--- config.mk ---
export PLATFORM = sky130hd
export DESIGN_NAME = eth_tx_fcs_ctrl
export DESIGN_NICKNAME = d
export VERILOG_FILES = /design/src/rtl/eth_pkg.sv /design/src/rtl/eth_tx_fcs_ctrl.sv
export SDC_FILE = /design/constraint.sdc
export NUM_CORES = 1
export LEC_CHECK = 0
export ABC_CLOCK_PERIOD_IN_PS = 2240
export CAP_MARGIN = 20
export CORE_MARGIN = 2
export CORE_UTILIZATION = 41
export DETAILED_ROUTE_END_ITERATION = 8
export PLACE_DENSITY = 0.77
export SLEW_MARGIN = 20
export SYNTH_ARGS = -nofsm -noshare
export SYNTH_HDL_FRONTEND = slang
export SYNTH_SLANG_ARGS = --single-unit
--- constraint.sdc ---
create_clock -name clk -period 2.24 [get_ports clk]
set_input_delay 0.448 -clock clk [delete_from_list [all_inputs] [get_ports clk]]
set_output_delay 0.448 -clock clk [all_outputs]
set_load 0.02 [all_outputs]
--- src/rtl/eth_pkg.sv ---
// Shared Ethernet MAC definitions: TX sequencer states and frame-level constants.
package eth_pkg;

    typedef enum logic [2:0] {
        IDLE,
        DATA,
        PAD,
        FCS,
        IFG
    } fcs_state_t;

    localparam int          ETH_MIN_FRAME = 60;
    localparam int          ETH_FCS_BYTES = 4;
    localparam int          ETH_IFG_BYTES = 12;
    localparam logic [31:0] ETH_CRC_POLY  = 32'h04C11DB7;

endpackage

--- src/rtl/eth_tx_fcs_ctrl.sv ---
// TX frame sequencer: forwards payload, pads short frames, appends FCS from the
// external CRC engine (LSB first), then holds off the next frame for the IFG.
module eth_tx_fcs_ctrl
    import eth_pkg::*;
#(
    parameter int MIN_FRAME  = ETH_MIN_FRAME,
    parameter bit PAD_EN     = 1'b1,
    parameter int IFG_CYCLES = ETH_IFG_BYTES
) (
    input  logic        clk,
    input  logic        rst_n,
    input  logic [7:0]  s_data,
    input  logic        s_valid,
    input  logic        s_last,
    output logic        s_ready,
    output logic [7:0]  m_data,
    output logic        m_valid,
    output logic        m_last,
    input  logic        m_ready,
    output logic        crc_init,
    output logic        crc_update,
    output logic [7:0]  crc_data,
    input  logic [31:0] crc_value
);

    localparam int CNT_W = 11;
    localparam int IFG_W = $clog2(IFG_CYCLES + 1);

    fcs_state_t       state_q, state_d;
    logic [CNT_W-1:0] byte_cnt_q, byte_cnt_d;
    logic [1:0]       idx_q, idx_d;
    logic [IFG_W-1:0] ifg_cnt_q, ifg_cnt_d;

    logic [CNT_W:0]   cnt_plus1;
    logic [CNT_W-1:0] cnt_sat_inc;
    logic             pad_needed;

    // One extra bit so the saturated count compares as 2048 and never pads.
    assign cnt_plus1   = {1'b0, byte_cnt_q} + {{CNT_W{1'b0}}, 1'b1};
    assign cnt_sat_inc = (byte_cnt_q == {CNT_W{1'b1}}) ? byte_cnt_q : cnt_plus1[CNT_W-1:0];
    assign pad_needed  = PAD_EN && (cnt_plus1 < (CNT_W+1)'(MIN_FRAME));

    always_ff @(posedge clk or negedge rst_n) begin
        if (!rst_n) begin
            state_q    <= IDLE;
            byte_cnt_q <= '0;
            idx_q      <= '0;
            ifg_cnt_q  <= '0;
        end else begin
            state_q    <= state_d;
            byte_cnt_q <= byte_cnt_d;
            idx_q      <= idx_d;
            ifg_cnt_q  <= ifg_cnt_d;
        end
    end

    always_comb begin
        state_d    = state_q;
        byte_cnt_d = byte_cnt_q;
        idx_d      = idx_q;
        ifg_cnt_d  = ifg_cnt_q;
        s_ready    = 1'b0;
        m_data     = 8'h00;
        m_valid    = 1'b0;
        m_last     = 1'b0;
        crc_init   = 1'b0;
        crc_update = 1'b0;
        crc_data   = 8'h00;

        unique case (state_q)
            IDLE: begin
                crc_init   = 1'b1;
                byte_cnt_d = '0;
                idx_d      = '0;
                if (s_valid) state_d = DATA;
            end
            DATA: begin
                s_ready    = m_ready;
                m_data     = s_data;
                m_valid    = s_valid;
                crc_update = s_valid && m_ready;
                crc_data   = crc_update ? s_data : 8'h00;
                if (s_valid && m_ready) begin
                    byte_cnt_d = cnt_sat_inc;
                    if (s_last) state_d = pad_needed ? PAD : FCS;
                end
            end
            PAD: begin
                m_valid    = 1'b1;
                crc_update = m_ready;
                if (m_ready) begin
                    byte_cnt_d = cnt_sat_inc;
                    if (cnt_plus1 == (CNT_W+1)'(MIN_FRAME)) state_d = FCS;
                end
            end
            FCS: begin
                // crc_value is frozen here: no updates are issued in this state.
                m_valid = 1'b1;
                m_data  = crc_value[{idx_q, 3'b000} +: 8];
                m_last  = (idx_q == 2'(ETH_FCS_BYTES - 1));
                if (m_ready) begin
                    idx_d = idx_q + 2'd1;
                    if (m_last) begin
                        state_d   = IFG;
                        ifg_cnt_d = '0;
                    end
                end
            end
            IFG: begin
                crc_init = 1'b1;
                if (ifg_cnt_q == IFG_W'(IFG_CYCLES - 1)) state_d = IDLE;
                else ifg_cnt_d = ifg_cnt_q + 1'b1;
            end
            default: state_d = IDLE;
        endcase
    end

endmodule

Word level (Yosys, flattened, before mapping). Index checks and enable logic that the tools add are counted.

$add $sub $neg: 3. Magnitude comparators: 1. Equality and inequality tests: 17. Shifts and indexed selects: 1. Mux-type cells: 28. Reductions and logical operators: 11.

Operators with widths (number): $mux W11 (3); $pmux W11 S3 (1); $shiftx A32 B6 Y8 (1); $mux W3 (8); $ne A2 B2 Y1 const B (9); $mux W8 (2); $pmux W8 S2 (1); $pmux W3 S5 (1); $add A11 B1 Y12 const B (1); $eq A12 B6 Y1 const B (1); $lt A12 B6 Y1 const B (1); $mux W4 (3); $eq A11 B11 Y1 const B (1); $pmux W4 S2 (1); $reduce_and A8 Y1 (1); $eq A3 B2 Y1 const B (2); $add A4 B1 Y4 const B (1); $eq A4 B4 Y1 const B (1); $mux W1 (4); $pmux W1 S2 (2); $pmux W2 S2 (1); $reduce_and A4 Y1 (1); $reduce_bool A2 Y1 (2); $reduce_or A2 Y1 (2); other kinds (10) (10).

Bits in registers: 20. Bits of input ports: 45. Logic and storage cells: 65.

Logic depth before layout (Yosys ltp).
Word-level depth: 6. Depth in mapped cells: 7. Mapped depth without buffers: 6.

Least setup slack after synthesis. Ideal clock, no wire load.

Path kind: flip-flop to flip-flop. Start: register byte_cnt_q[0]. End: register state_q[1]. Data arrival time: 2050 ps. Required time: 2112 ps. Path slack: 62 ps. Stages on the path, launching flop included: 8. Path buffers: 1. Clock period less this slack: 2178 ps. Cells stage by stage: dfrtp_1 ha_1 and4_4 buf_6 a311oi_2 a21oi_2 o41ai_4 mux2_1.

Cells in the longest elaborated chain, start to end: 4.

Ends and longest elaborated chain: from (decl) (line eth_tx_fcs_ctrl.sv:30) `logic [CNT_W-1:0] byte_cnt_q, byte_cnt_d;`; from (signal assigned) (line eth_tx_fcs_ctrl.sv:51) `byte_cnt_q <= byte_cnt_d;`; $add A11 B1 Y12 (line eth_tx_fcs_ctrl.sv:39) `assign cnt_plus1 = {1'b0, byte_cnt_q} + {{CNT_W{1'b0}}, 1'b1};`; $eq A12 B6 Y1 (line eth_tx_fcs_ctrl.sv:93) `if (cnt_plus1 == (CNT_W+1)'(MIN_FRAME)) state_d = FCS;`; $ne A2 B2 Y1 (no line); $reduce_and A8 Y1 (no line); to (signal assigned) (line eth_tx_fcs_ctrl.sv:50) `state_q <= state_d;`; to (decl) (line eth_tx_fcs_ctrl.sv:29) `fcs_state_t state_q, state_d;`.

No other way between the ends. A chain may end at the register's enable or synchronous reset.

Final worst setup path.
Start: input s_valid. End: output crc_data[7].

Cells in the longest elaborated chain, start to end: 3.

Ends and longest elaborated chain: from (decl) (line eth_tx_fcs_ctrl.sv:13) `input logic s_valid,`; $logic_and A1 B1 Y1 (line eth_tx_fcs_ctrl.sv:81) `crc_update = s_valid && m_ready;`; $mux W8 (line eth_tx_fcs_ctrl.sv:82) `crc_data = crc_update ? s_data : 8'h00;`; $mux W8 (line eth_tx_fcs_ctrl.sv:70) `unique case (state_q)`; to (decl) (line eth_tx_fcs_ctrl.sv:22) `output logic [7:0] crc_data,`.

No other way between the ends.

==> impl_metrics.tcl <==
set metrics [dict create \
    synth_edf_count 0 \
    globalplace.congestion 0.8291 \
    die_area_mm2 0.005015 \
    area_delta_synth_final_pct 46.55 \
    gr-usage-all-layers_pct 20.36 \
    syn_nets 244 \
    cp_top_family "buffers and inverters" \
    clk_latency_ns 0.26 \
    synthCells 195 \
    period_share_pct 96.95 \
    grt_antenna_before_repair 0 \
    drt_wl_total_mm 5.069 \
    cts_made_buffers 3 \
    p_clk_share_pct 10.8 \
    row_count 24 \
    cts_sinks 20 \
    gr-total-overflow 0 \
    synthArstFlopShare_pct 100.0 \
    remaining_drc_errors 0 \
    io_buffers 65 \
    worstMarginPinSlew_ns 0.3989 \
    root_buffer "clkbuf_8" \
    cts_tree "yes" \
    p_total_uw 2643 \
    synthTopCellsByArea "dfrtp_1 (27%), mux4_2 (9.8%), mux2i_1 (6.0%), and3_1 (4.1%), nor2_1 (4.1%)" \
    internal_power_uw 1493 \
    finalHoldViolCount 0 \
    skew_ns 0.004282 \
    netlist-cell-type-count 55 \
    ys.flop_type "dfrtp_1" \
    cts_max_level 1 \
    required_ns 1.79 \
    maxCapViolCount 0 \
    slew_headroom_pct 73.06 \
    ys_ff_latch 20 \
    start_kind "primary input" \
    p_leak_uw 0.001165 \
    syn_area_per_cell_um2 9.387 \
    dr_total_vias 1863 \
    cp-end-kind "primary output" \
    dieHeight_um 70.82 \
    arrival_ns 1.72 \
    critPathKind "primary input to primary output" \
    layout.cells.non_filler 321 \
    clock_path_buffers 2 \
    power_density_mw_per_mm2 985.4 \
    synth_fa_ha_area_share_pct 2.734 \
    wl_per_cell_um 15.79 \
    finish.utilization_pct 62.04 \
    synth-xor-area-share_pct 1.435 \
    yosysSeqAreaShare_pct 27.34 \
    syn_area_mm2 0.001831 \
    crit_path_max_incr_delay_ns 0.48 \
    synthSimpleGateAreaFrac_pct 22.90 \
    dr.pass1.iters 4 \
    drive_above_1_share_pct 24.54 \
    crit_fanout 8 \
    critPathBufInv 3 \
    die_w_um 70.82 \
    grt_pass1_wl_mm 8.321 \
    layout_min_cycle_time_ns 2.172 \
    dp_hpwl_mm 3.855 \
    diodes 0 \
    yosysTopAreaCell "dfrtp_1" \
    yosysWarnings 0 \
    clock.fmax_ghz 0.4605 \
    ctsHoldBuffers 0 \
    grt_max_degree 21 \
    grt_setup_unrepaired "false" \
    clkTransAtPathRegs_ns 0.08 \
    antenna_left 0 \
    outcome "complete, no violations" \
    ir_worst_vdd_mv 0.5304 \
    fin_nets 319 \
    switching_share_pct 43.52 \
    slowest_stage "clkdlybuf4s50_1" \
    core-area_mm2 0.004324 \
    pin_count 66 \
    path_cells "clkdlybuf4s50_1, nor2b_4, buf_4, and3_1, clkdlybuf4s15_1" \
    synth_top_area_share_pct 27.34 \
    synthMuxAreaShare_pct 17.09 \
    initial_utilization_pct 42.33 \
    synth_top_family_by_area "simple AND/OR/NAND/NOR gates" \
    placed_cells 314 \
    drt_first_iter_violations 113 \
    p_sw_uw 1150 \
    combPwrFrac_pct 67.4 \
    synth_compound_area_share_pct 21.87 \
    setup_violations 0 \
    grt_pass1_vias 1842 \
    min_path_type "primary input to async pin" \
    pwr-share-seq_pct 21.8 \
    avgViaCountPerCell 5.804 \
    slew_viol_final 0 \
]
==> cell type report <==
type                       count  area, um^2
clock buffer                   4       55.05
fill                         388        1642
inverter                       3       11.26
multi-input combinational    154        1242
sequential                    20       505.5
tap                           52       65.06
timing repair buffer          88       803.3
==> through the flow <==
stage               instance area (um^2)  setup slack, ns  hold WS [ns]  setup TNS (ns)
floorplan                           1831          0.06222        0.1524               0
global placement                    2599          -0.2616        0.5115          -5.513
detailed placement                  2599          -0.2828        0.5378          -5.960
CTS                                 2651         0.003864        0.5394               0
global route                        2683        0.0006026        0.5511               0
finish                              2683          0.06835        0.5202               0
==> cell usage in the layout (no fill, tap or decap), types with 2 or more instances in the layout <==
| cell type | count |
|---|---|
| nor2_1 | 20 |
| o31ai_1 | 4 |
| clkbuf_8 | 4 |
| a21oi_1 | 7 |
| o41ai_1 | 2 |
| nand4b_1 | 2 |
| dfrtp_2 | 4 |
| ha_1 | 2 |
| nand2b_1 | 5 |
| clkdlybuf4s15_1 | 7 |
| a31oi_1 | 2 |
| nand3_1 | 2 |
| o21ai_0 | 13 |
| dlygate4sd2_1 | 3 |
| buf_2 | 8 |
| nand2_1 | 11 |
| a311o_1 | 2 |
| a41oi_1 | 2 |
| dfrtp_1 | 16 |
| clkbuf_2 | 2 |
| xor2_1 | 3 |
| mux2i_1 | 10 |
| buf_4 | 20 |
| nand4_1 | 3 |
| nor2b_1 | 2 |
| clkdlybuf4s50_1 | 45 |
| and4_1 | 2 |
| and2_1 | 4 |
| o41ai_2 | 2 |
| nor3_1 | 3 |
| and3_1 | 12 |
| a22o_1 | 4 |
| mux4_2 | 8 |
| inv_1 | 3 |
==> power by group through the flow <==
stage	clock network, uW	logic [uW]	registers, uW
finish	285	1780	576
global route	300	1950	588
CTS	282	1700	581
detailed placement	0	1740	580
global placement	0	1700	576
floorplan	0	1140	515
==> layer usage <==
| layer | share of wire (%) | GRT usage [%] | up-vias |
|---|---|---|---|
| met3 | 8.1 | 5.556 | 5 |
| met1 | 40 | 23.36 | 892 |
| met5 | 0 | 0 | - |
| li1 | - | - | 890 |
| met4 | 0.71 | 3.983 | 0 |
| met2 | 51 | 37.90 | 76 |
==> path summary, 6_finish.rpt <==
kind,cells past startpoint,start,slack [ns],to
worst max-delay path,5,s_valid,0.07,crc_data[7]
worst min-delay path,2,rst_n,0.52,byte_cnt_q[1]
worst max register to register,7,idx_q[0],0.15,state_q[1]
min in group clk,2,ifg_cnt_q[3],0.54,ifg_cnt_q[3]
worst min register to register,2,ifg_cnt_q[3],0.54,ifg_cnt_q[3]
max in group asynchronous,2,rst_n,1.49,idx_q[1]
==> sequential cells by signal (all words and copies together), names as in the netlist <==
register,count
idx_q,2
state_q,3
byte_cnt_q,11
ifg_cnt_q,4
==> timing repair <==
action,4_1_cts,5_1_grt
cloned,0,1
endpoints found under the setup margin,20,23
resized for setup,38,30
buffers inserted,0,2
pin swaps,0,4
==> Yosys cell counts (all sizes together), types with 5 or more instances <==
cell,count
mux4,8
dfrtp,20
buf,10
mux2i,11
nor2,20
o21ai,14
a21oi,8
o41ai,5
nand2b,5
clkbuf,8
and3,12
nand2,11
==> cells by family after synthesis <==
group,after synthesis
buf+inv,21
xor+xnor,3
flops,20
simple gates,75
fa+ha+maj,4
mux,21
compound gates,51
No activity file was read; power rests on OpenSTA's default activity.
